`src/rtl/ucomb_pkg.sv`:
```
// Shared opcodes and FSM state type for the unigate configuration loader.
package ucomb_pkg;

    localparam logic [1:0] OP_NOP  = 2'd0;
    localparam logic [1:0] OP_SEL  = 2'd1;
    localparam logic [1:0] OP_FUNC = 2'd2;
    localparam logic [1:0] OP_PIN  = 2'd3;

    typedef enum logic [2:0] {
        IDLE, WR_SEL, WR_FUNC, WR_PIN, SETTLE, RESP
    } state_t;

    // Command word as seen on the bus: 17-bit payload above a 2-bit opcode.
    function automatic logic [18:0] mk_cmd(input logic [1:0] op, input logic [16:0] data);
        return {data, op};
    endfunction

endpackage

```
`src/rtl/ucomb_cfg_loader.sv`:
```
// Writes sel/func/pin into the unigate wrapper, waits for it to settle,
// then hands the wrapper's readback to the consumer.
module ucomb_cfg_loader
    import ucomb_pkg::*;
#(
    parameter int unsigned SETTLE_CYCLES = 2
) (
    input  logic        clk,
    input  logic        rst,
    input  logic        cfg_valid,
    output logic        cfg_ready,
    input  logic [1:0]  cfg_sel,
    input  logic [15:0] cfg_func,
    input  logic [3:0]  cfg_pin,
    input  logic [16:0] test_vec,
    output logic [18:0] bus_out,
    input  logic [5:0]  wpin_in,
    output logic        rsp_valid,
    input  logic        rsp_ready,
    output logic [5:0]  rsp_wpin
);

    state_t      state, state_nxt;
    logic [3:0]  cnt;
    logic [1:0]  sel_q;
    logic [15:0] func_q;
    logic [3:0]  pin_q;
    logic        accept;
    logic        settle_done;

    assign accept      = cfg_valid && cfg_ready;
    assign settle_done = (state == SETTLE) && (cnt == 4'(SETTLE_CYCLES - 1));

    always_ff @(posedge clk) begin
        if (rst) state <= IDLE;
        else     state <= state_nxt;
    end

    always_comb begin
        state_nxt = state;
        cfg_ready = 1'b0;
        rsp_valid = 1'b0;
        case (state)
            IDLE: begin
                cfg_ready = 1'b1;
                if (cfg_valid) state_nxt = WR_SEL;
            end
            WR_SEL:  state_nxt = WR_FUNC;
            WR_FUNC: state_nxt = WR_PIN;
            WR_PIN:  state_nxt = SETTLE;
            SETTLE:  if (settle_done) state_nxt = RESP;
            RESP: begin
                rsp_valid = 1'b1;
                if (rsp_ready) state_nxt = IDLE;
            end
            default: state_nxt = IDLE;
        endcase
    end

    // The bus is registered: each state loads the command for the state that follows it.
    always_ff @(posedge clk) begin
        if (rst) begin
            bus_out  <= '0;
            rsp_wpin <= '0;
            cnt      <= '0;
            sel_q    <= '0;
            func_q   <= '0;
            pin_q    <= '0;
        end else begin
            cnt <= (state == SETTLE && !settle_done) ? cnt + 4'd1 : 4'd0;
            if (accept) begin
                sel_q  <= cfg_sel;
                func_q <= cfg_func;
                pin_q  <= cfg_pin;
            end
            if (settle_done) rsp_wpin <= wpin_in;
            case (state)
                IDLE:    bus_out <= accept ? mk_cmd(OP_SEL, {15'b0, cfg_sel})
                                           : mk_cmd(OP_NOP, test_vec);
                WR_SEL:  bus_out <= mk_cmd(OP_FUNC, {1'b0, func_q});
                WR_FUNC: bus_out <= mk_cmd(OP_PIN, {13'b0, pin_q});
                default: bus_out <= '0;
            endcase
        end
    end

endmodule
```
`config.mk`:
```
export PLATFORM = sky130hd
export DESIGN_NAME = ucomb_cfg_loader
export DESIGN_NICKNAME = d
export VERILOG_FILES = /design/src/rtl/ucomb_pkg.sv /design/src/rtl/ucomb_cfg_loader.sv
export SDC_FILE = /design/constraint.sdc
export NUM_CORES = 1
export LEC_CHECK = 0
export BUFFER_PORTS_ARGS = -buffer_cell sky130_fd_sc_hd__buf_2
export CORE_ASPECT_RATIO = 0.75
export CORE_MARGIN = 1
export CORE_UTILIZATION = 48
export CTS_CLUSTER_DIAMETER = 80
export CTS_CLUSTER_SIZE = 40
export DETAILED_ROUTE_END_ITERATION = 8
export GPL_TIMING_DRIVEN = 0
export MAX_ROUTING_LAYER = met4
export PLACE_DENSITY = 0.79
export SLEW_MARGIN = 20
export SYNTH_ARGS = -nofsm -noshare
export SYNTH_HDL_FRONTEND = slang
export SYNTH_SLANG_ARGS = --single-unit
export TNS_END_PERCENT = 5
```
`constraint.sdc`:
```
create_clock -name clk -period 1.7 [get_ports clk]
set_input_delay 0.085 -clock clk [delete_from_list [all_inputs] [get_ports clk]]
set_output_delay 0.085 -clock clk [all_outputs]
set_load 0.005 [all_outputs]
```
==> After elaboration in Yosys (flattened, before gate mapping) <==
Cells that the tools add are included.
{ "totals": {"reg_bits": 52, "in_bits": 49} }
{ "op_classes": {"n_addsub": 1, "n_eq_ne": 9, "mux": 8, "bitwise": 1, "reduce_logical": 7} }
{ "op_table": {"columns": ["cell", "n"], "rows": [
  ["$pmux W19 S3", 1],
  ["$mux W19", 1],
  ["$pmux W3 S6", 1],
  ["$mux W3", 3],
  ["$eq A3 B2 Y1 const B", 2],
  ["$eq A3 B3 Y1 const B", 2],
  ["$ne A2 B2 Y1 const B", 3],
  ["$add A4 B1 Y4 const B", 1],
  ["$eq A4 B1 Y1 const B", 1],
  ["$eq A3 B1 Y1 const B", 1],
  ["$logic_and A1 B1 Y1", 3],
  ["$logic_not A3 Y1", 1],
  ["$reduce_and A3 Y1", 1],
  ["$mux W1", 2],
  ["$reduce_or A2 Y1", 1],
  ["$logic_not A1 Y1", 1],
  ["$not A1 Y1", 1]
]} }

==> Depth between registers and ports, before layout <==
Gate-level depths: netlist (run 1).
{ "logic_depth": {"word_depth": 6, "depth_mapped": 6, "depth_no_buf": 5} }

==> Worst setup path before layout (run 1) <==
Ideal clock, no wire load.
{ "synth_timing": {"kind": "register to register", "start": "reg state[2]", "end": "reg func_q[0]", "setup_ns": 0.132, "arrival_ns": 1.290, "slack_ns": 0.278, "path_stages_with_launch": 6, "path_buffers": 2, "path_cell_list": "dfxtp_1 -> buf_4 -> or4b_1 -> clkbuf_1 -> nand2_1 -> a21oi_1"} }
{ "synth_via": {"elab_chain_len": 3} }
{ "synth_lines": {"columns": ["item", "line_no", "source"], "rows": [
  ["start, declared", "ucomb_cfg_loader.sv:23", "state_t state, state_nxt;"],
  ["start signal, assigned", "ucomb_cfg_loader.sv:36", "else state <= state_nxt;"],
  ["$logic_not A3 Y1", "ucomb_cfg_loader.sv:43", "case (state)"],
  ["$mux W1", "ucomb_cfg_loader.sv:43", null],
  ["$logic_and A1 B1 Y1", "ucomb_cfg_loader.sv:31", "assign accept = cfg_valid && cfg_ready;"],
  ["end signal, assigned", "ucomb_cfg_loader.sv:73", "func_q <= cfg_func;"],
  ["end, declared", "ucomb_cfg_loader.sv:26", "logic [15:0] func_q;"]
]} }
No other way between the ends.
A chain may end at the register's enable or synchronous reset.

==> Worst setup path in the final report (run 1) <==
{ "layout_timing": {"start": "reg state[2]", "end": "reg bus_out[3]"} }
{ "layout_via": {"elab_chain_len": 5, "elab_cells_between_ends": 7, "cone_classes": "eq/ne: 2; mux: 3; reduce/logical: 2"} }
{ "layout_lines": {"columns": ["item", "line_no", "source"], "rows": [
  ["$logic_not A3 Y1", "ucomb_cfg_loader.sv:43, ucomb_cfg_loader.sv:77", null],
  ["$mux W1", "ucomb_cfg_loader.sv:43", null],
  ["$logic_and A1 B1 Y1", "ucomb_cfg_loader.sv:31", null],
  ["$mux W19", "ucomb_cfg_loader.sv:78", "IDLE: bus_out <= accept ? mk_cmd(OP_SEL, {15'b0, cfg_sel})"],
  ["$pmux W19 S3 *", "ucomb_cfg_loader.sv:77", "case (state)"],
  ["end signal, assigned", "ucomb_cfg_loader.sv:78", null],
  ["end signal, assigned", "ucomb_cfg_loader.sv:80", "WR_SEL: bus_out <= mk_cmd(OP_FUNC, {1'b0, func_q});"],
  ["end signal, assigned", "ucomb_cfg_loader.sv:81", "WR_FUNC: bus_out <= mk_cmd(OP_PIN, {13'b0, pin_q});"],
  ["end, declared", "ucomb_cfg_loader.sv:16", "output logic [18:0] bus_out,"]
]} }
Mark *: on every way between the ends. The rest lies on a longest branch, timed or not.

==> impl_metrics.tcl, run 1 <==
set metrics [dict create \
    post-route-util_pct 66.5 \
    die_x_um 76.2 \
    hold_ws_ns 0.0129 \
    fin_setup_tns_ns 0 \
    period_minus_slack_ns 1.61 \
    wl_um 4610 \
    cts_resized 0 \
    grt.total_usage_pct 23.2 \
    startpoint_type "flop" \
    nNetsFinal 353 \
    ir_worst_vdd_uv 656 \
    ant_nets 0 \
    switchingPower_mw 0.650 \
    clkTransAtPathRegs_ns 0.09 \
    num_vias 1823 \
    p_clk_share_pct 29.0 \
    drt_iter0_drc 97 \
    criticalPathCategory "reg2reg" \
    power_density_nw_per_um2 972 \
    syn-cell-area_sq_um 1980 \
    p_leak_nw 1.11 \
    finalSetupViolCount 0 \
    p_total_mw 2.46 \
    hold_path_class "in2reg" \
    drt_pass1_iterations 5 \
    via_per_inst 5.14 \
    finalCritPeriodShare_pct 94.6 \
    swShare_pct 26.4 \
    place_congestion 0.789 \
    synth.avg_cell_area_sq_um 8.97 \
    synth-seq-cells 52 \
    die_h_um 57.7 \
    die_area_sq_um 4400 \
    syn-num-nets 272 \
    numCtsBuffers 5 \
    fmax_mhz 622 \
    finalHoldViolCount 0 \
    critPathRequiredTime_ns 1.89 \
    slew_violations 0 \
    synth_cell_types 32 \
    area_growth_pct 27.6 \
    htreeDepth 2 \
    drive_above_1_share_pct 33.3 \
    max_cap_violations 0 \
    critPathMaxFanout 8 \
    critPathCaptureType "flop" \
    cts.path.max_buffers 2 \
    gr-total-overflow 0 \
    drt-wirelength-per-cell_um 13.0 \
    cts_setup_buffers 0 \
    power_frac_comb_pct 16.7 \
    grt_pass1_vias 1725 \
    rows 19 \
    clock_skew_ns 0.00626 \
    synthCells 221 \
    worstSkewPairLatency_ns 0.30 \
    antenna_found_initial 0 \
    clkSinkCount 52 \
    synth-seq-area-share_pct 52.5 \
    pin_count 76 \
    diodes 0 \
    hpwl_um 3360 \
    internal_power_mw 1.81 \
    grt_pass1_wl_um 7780 \
    worst_slew_pin_slew_ns 0.515 \
    cts_tree "done" \
    reg2reg_slack_ns 0.09 \
    max-slew-margin-rel_pct 65.4 \
    coreArea_sq_um 3800 \
    holdBufCountCts 0 \
    start_util_pct 52.1 \
    cts_root_buf "clkbuf_8" \
    p_seq_share_pct 54.3 \
    drc 0 \
    outcome "complete, no violations" \
    port_buffers 74 \
    synth_warnings 0 \
    grt_max_degree 16 \
    rsz0062_at_grt "true" \
    critical_path_arrival_ns 1.80 \
]
[layer usage]
layer	global-route usage [%]	vias up	part of all wire, %
met5	-	-	0
met2	35.0	55	45
met1	31.2	834	49
met3	5.51	6	5.7
met4	6.59	0	0.95
li1	-	928	-
[synthesized netlist by cell type, drive strengths merged]
library cell,n,area [sq um]
dfxtp,52,1040
nand2,42,158
a21oi,27,135
nor2,20,75.1
a22oi,18,135
clkbuf,9,33.8
buf,8,45.0
nand3,7,35.0
o21ai,6,30.0
a2111oi,4,50.1
nor3b,3,32.5
and3b,2,17.5
ha,2,25.0
nor2b,2,12.5
nor3,2,10.0
nor4,2,27.5
o21a,2,15.0
or3,2,12.5
or3b,2,17.5
a211oi,1,7.51
a21o,1,7.51
and2,1,6.26
and2b,1,7.51
inv,1,3.75
nor4b,1,15.0
or4b,1,10.0
xnor2,1,8.76
xor2,1,8.76
[power groups by stage]
stage	Sequential [mW]	Combinational [mW]	Clock, mW
after floorplan	1.36	0.241	0
after global placement	1.36	0.395	0
after detailed placement	1.36	0.403	0
after CTS	1.34	0.405	0.731
after global routing	1.35	0.460	0.786
final	1.34	0.411	0.713
[logic make-up after synthesis]
| group | after synthesis | synth area share, % |
|---|---|---|
| compound gates | 59 | 19.2 |
| fa+ha+maj | 2 | 1.26 |
| flops | 52 | 52.5 |
| xor+xnor | 2 | 0.883 |
| simple gates | 88 | 22.0 |
| buf+inv | 18 | 4.16 |
[layout make-up]
cell class,count,area [sq um]
Buffer,17,82.6
Multi-Input combinational cell,151,873
Sequential cell,52,1040
Timing Repair Buffer,74,370
Inverter,1,3.75
Fill cell,335,1270
Clock inverter,1,7.51
Clock buffer,7,86.3
Tap cell,52,65.1
[worst max-delay path: stages (launching register included)]
cell and delay [ns]:
dfxtp_1 0.31, buf_4 0.16, nor4b_2 0.45, a22oi_1 0.18, a2111oi_2 0.42
[state kept, by name, summed over array words and instances (netlist names)]
signal,count
bus_out,19
func_q,16
rsp_wpin,6
cnt,4
pin_q,4
state,3
[per-stage QoR]
| step | area [sq um] | setup slack (ns) | std cells |
|---|---|---|---|
| 3_3_place_gp | 2420 | 0.0625 | 347 |
| 3_5_place_dp | 2420 | 0.0545 | 347 |
| 2_1_floorplan | 1980 | 0.278 | 221 |
| 6_report | 2530 | 0.0913 | 355 |
| 4_1_cts | 2510 | 0.0218 | 355 |
| 5_1_grt | 2530 | -0.00578 | 355 |
[layout by cell type (no fill, tap or decap), types with 2 or more instances in the layout]
cell type / netlist / routed
dfxtp_1: 52 / 51
a2111oi_2: 2 / 3
nand3_1: 7 / 7
nor2_1: 20 / 20
or3_1: 2 / 2
nand2_1: 42 / 42
nor3_1: 2 / 2
a21oi_1: 27 / 27
buf_2: 6 / 79
or3b_1: 2 / 2
o21ai_0: 6 / 6
ha_1: 2 / 2
buf_4: 2 / 2
a22oi_1: 18 / 18
and3b_1: 2 / 2
o21a_1: 2 / 2
nor3b_2: 2 / 3
clkbuf_8: 0 / 6
clkbuf_1: 9 / 9
[worst paths after layout]
check / from / end / depth (start not counted)
setup / recovery: state[2] / bus_out[3] / 4
setup reg to reg: state[2] / bus_out[3] / 4
hold reg to reg: func_q[3] / func_q[3] / 2
hold / removal: cfg_func[2] / func_q[2] / 3
No activity file was read; power rests on OpenSTA's default activity.
==> run 2: changes to the inputs <==
--- a/config.mk
+++ b/config.mk
@@ -6,7 +6,7 @@
 export NUM_CORES = 1
 export LEC_CHECK = 0
 export BUFFER_PORTS_ARGS = -buffer_cell sky130_fd_sc_hd__buf_2
-export CORE_ASPECT_RATIO = 0.75
+export CORE_ASPECT_RATIO = 0.8
 export CORE_MARGIN = 1
 export CORE_UTILIZATION = 48
 export CTS_CLUSTER_DIAMETER = 80
==> impl_metrics.tcl, run 2 (synthesis results as in run 1) <==
set metrics [dict create \
    holdCritStartpoint "cfg_func[5]" \
    largest_register_ffs 19 \
    clkTransAtPathRegs_ns 0.09 \
    start_util_pct 51.1 \
    cp_cell_sequence "buf_2, and2b_1, a22oi_1, a2111oi_1" \
    reg.largest.list "bus_out (19), func_q (16), rsp_wpin (6)" \
    max-slew-margin-rel_pct 66.3 \
    wl_um 4400 \
    coreArea_sq_um 3880 \
    cts.path.max_buffers 2 \
    regMostFlops "bus_out" \
    fin_setup_tns_ns 0 \
    critPathMaxFanout 10 \
    worst_slack_ns 0.0929 \
    final_cell_area_sq_um 2550 \
    critical_path_arrival_ns 1.79 \
    hpwl_um 3130 \
    critPathCaptureType "flop" \
    reg2reg_slack_ns 0.09 \
    ant_nets 0 \
    place_congestion 0.786 \
    cts_root_buf "clkbuf_8" \
    r2r_end "bus_out[4]" \
    htreeDepth 2 \
    cpPeakStageDelay_ns 0.46 \
    outcome "complete, no violations" \
    finalNonFillerCells 358 \
    period_minus_slack_ns 1.61 \
    criticalPathCategory "reg2reg" \
    r2r_start "state[1]" \
    grt_pass1_vias 1614 \
    finalCritPeriodShare_pct 94.5 \
    hold_path_class "in2reg" \
    grt_max_degree 17 \
    drt_iter0_drc 64 \
    clkSinkCount 52 \
    nNetsFinal 353 \
    cts_setup_buffers 0 \
    min_to "func_q[5]" \
    reg2regPathDepth 4 \
    fill_cells 346 \
    rsz0062_at_grt "true" \
    drc 0 \
    slew_violations 0 \
    post-route-util_pct 65.9 \
    drive_above_1_share_pct 33.3 \
    power_density_nw_per_um2 1020 \
    critPathRequiredTime_ns 1.88 \
    area_growth_pct 28.8 \
    drt_pass1_iterations 4 \
    hold_ws_ns 0.00651 \
    finalHoldViolCount 0 \
    fmax_mhz 622 \
    ir_worst_vdd_uv 515 \
    port_buffers 74 \
    die_x_um 73.9 \
    clock_skew_ns 0.00939 \
    dp.cells 350 \
    final_cell_mix "80 x buf_2, 52 x dfxtp_1, 42 x nand2_1" \
    worstSkewPairLatency_ns 0.30 \
    grt_pass1_wl_um 7060 \
    final_common_cell "buf_2" \
    gr-total-overflow 0 \
    num_vias 1806 \
    min_path_cells 3 \
    via_per_inst 5.04 \
    die_h_um 59.5 \
    critPathSlowestCell "dfxtp_1" \
    rows 20 \
    pin_count 76 \
    p_total_mw 2.62 \
    cts_tree "done" \
    startpoint_type "flop" \
    grt.total_usage_pct 22.4 \
    preCtsSetupSlack_ns -0.0311 \
    diodes 0 \
    numCtsBuffers 5 \
    finalSetupViolCount 0 \
    max_cap_violations 0 \
    die_area_sq_um 4390 \
    drt-wirelength-per-cell_um 12.3 \
    antenna_found_initial 0 \
    p_leak_nw 1.13 \
    worst_slew_pin_slew_ns 0.501 \
    placedInstanceArea_sq_um 2420 \
]
-- run 2: changes by cell type in the layout (fill, tap and decap cells not counted), sizes merged --
cell | before | now
buf | 81 | 82
clkinvlp | 1 | 0
clkbuf | 17 | 15
bufinv | 0 | 1
clkinv | 0 | 1
-- run 2: critical path, delay by kind of cell, from the launching register on --
kind | cells | cell delay [ns]
compound gates | 2 | 0.50
buf+inv | 1 | 0.28
flops | 1 | 0.46
simple gates | 1 | 0.24
-- run 2: routing by layer --
layer,wire (um),vias up,part of all wire (%),track usage (%)
met5,0,-,0,-
met2,2080,59,47,35.3
li1,-,929,-,-
met3,211,9,4.8,4.76
met4,68,0,1.5,8.52
met1,2050,809,46,28.5
-- run 2: where the power goes --
| group | internal (mW) | switching [mW] | total (mW) |
|---|---|---|---|
| registers | 1.30 | 0.0393 | 1.34 |
| logic | 0.179 | 0.224 | 0.403 |
| clock network | 0.481 | 0.396 | 0.877 |
| total | 1.96 | 0.659 | 2.62 |
-- run 2: worst max-delay path by stage --
stage              from         end  depth (start not counted)
3_3_place_gp   state[2]  bus_out[2]                          4
6_report       state[1]  bus_out[4]                          4
2_1_floorplan  state[2]   func_q[0]                          5
3_5_place_dp   state[2]  bus_out[4]                          4
5_1_grt        state[1]  bus_out[4]                          3
4_1_cts        state[1]  bus_out[4]                          3
-- run 2: repair_timing --
item,CTS,global route
cloned,0,0
hold buffers,0,0
resized for setup,0,7
setup endpoints to repair,1,12
pin swaps,1,0
-- run 2: area by class of cell --
class                   instances  area (sq um)  share of cell area (%)
flip-flops and latches         52          1040                    40.7
multi-input cells             151           868                    34.0
repair buffers                 74           370                    14.5
clock buffers                   6          82.6                    3.23
plain buffers                  17          81.3                    3.18
well taps                      55          68.8                    2.69
clock inverters                 2          38.8                    1.52
inverters                       1          3.75                   0.147
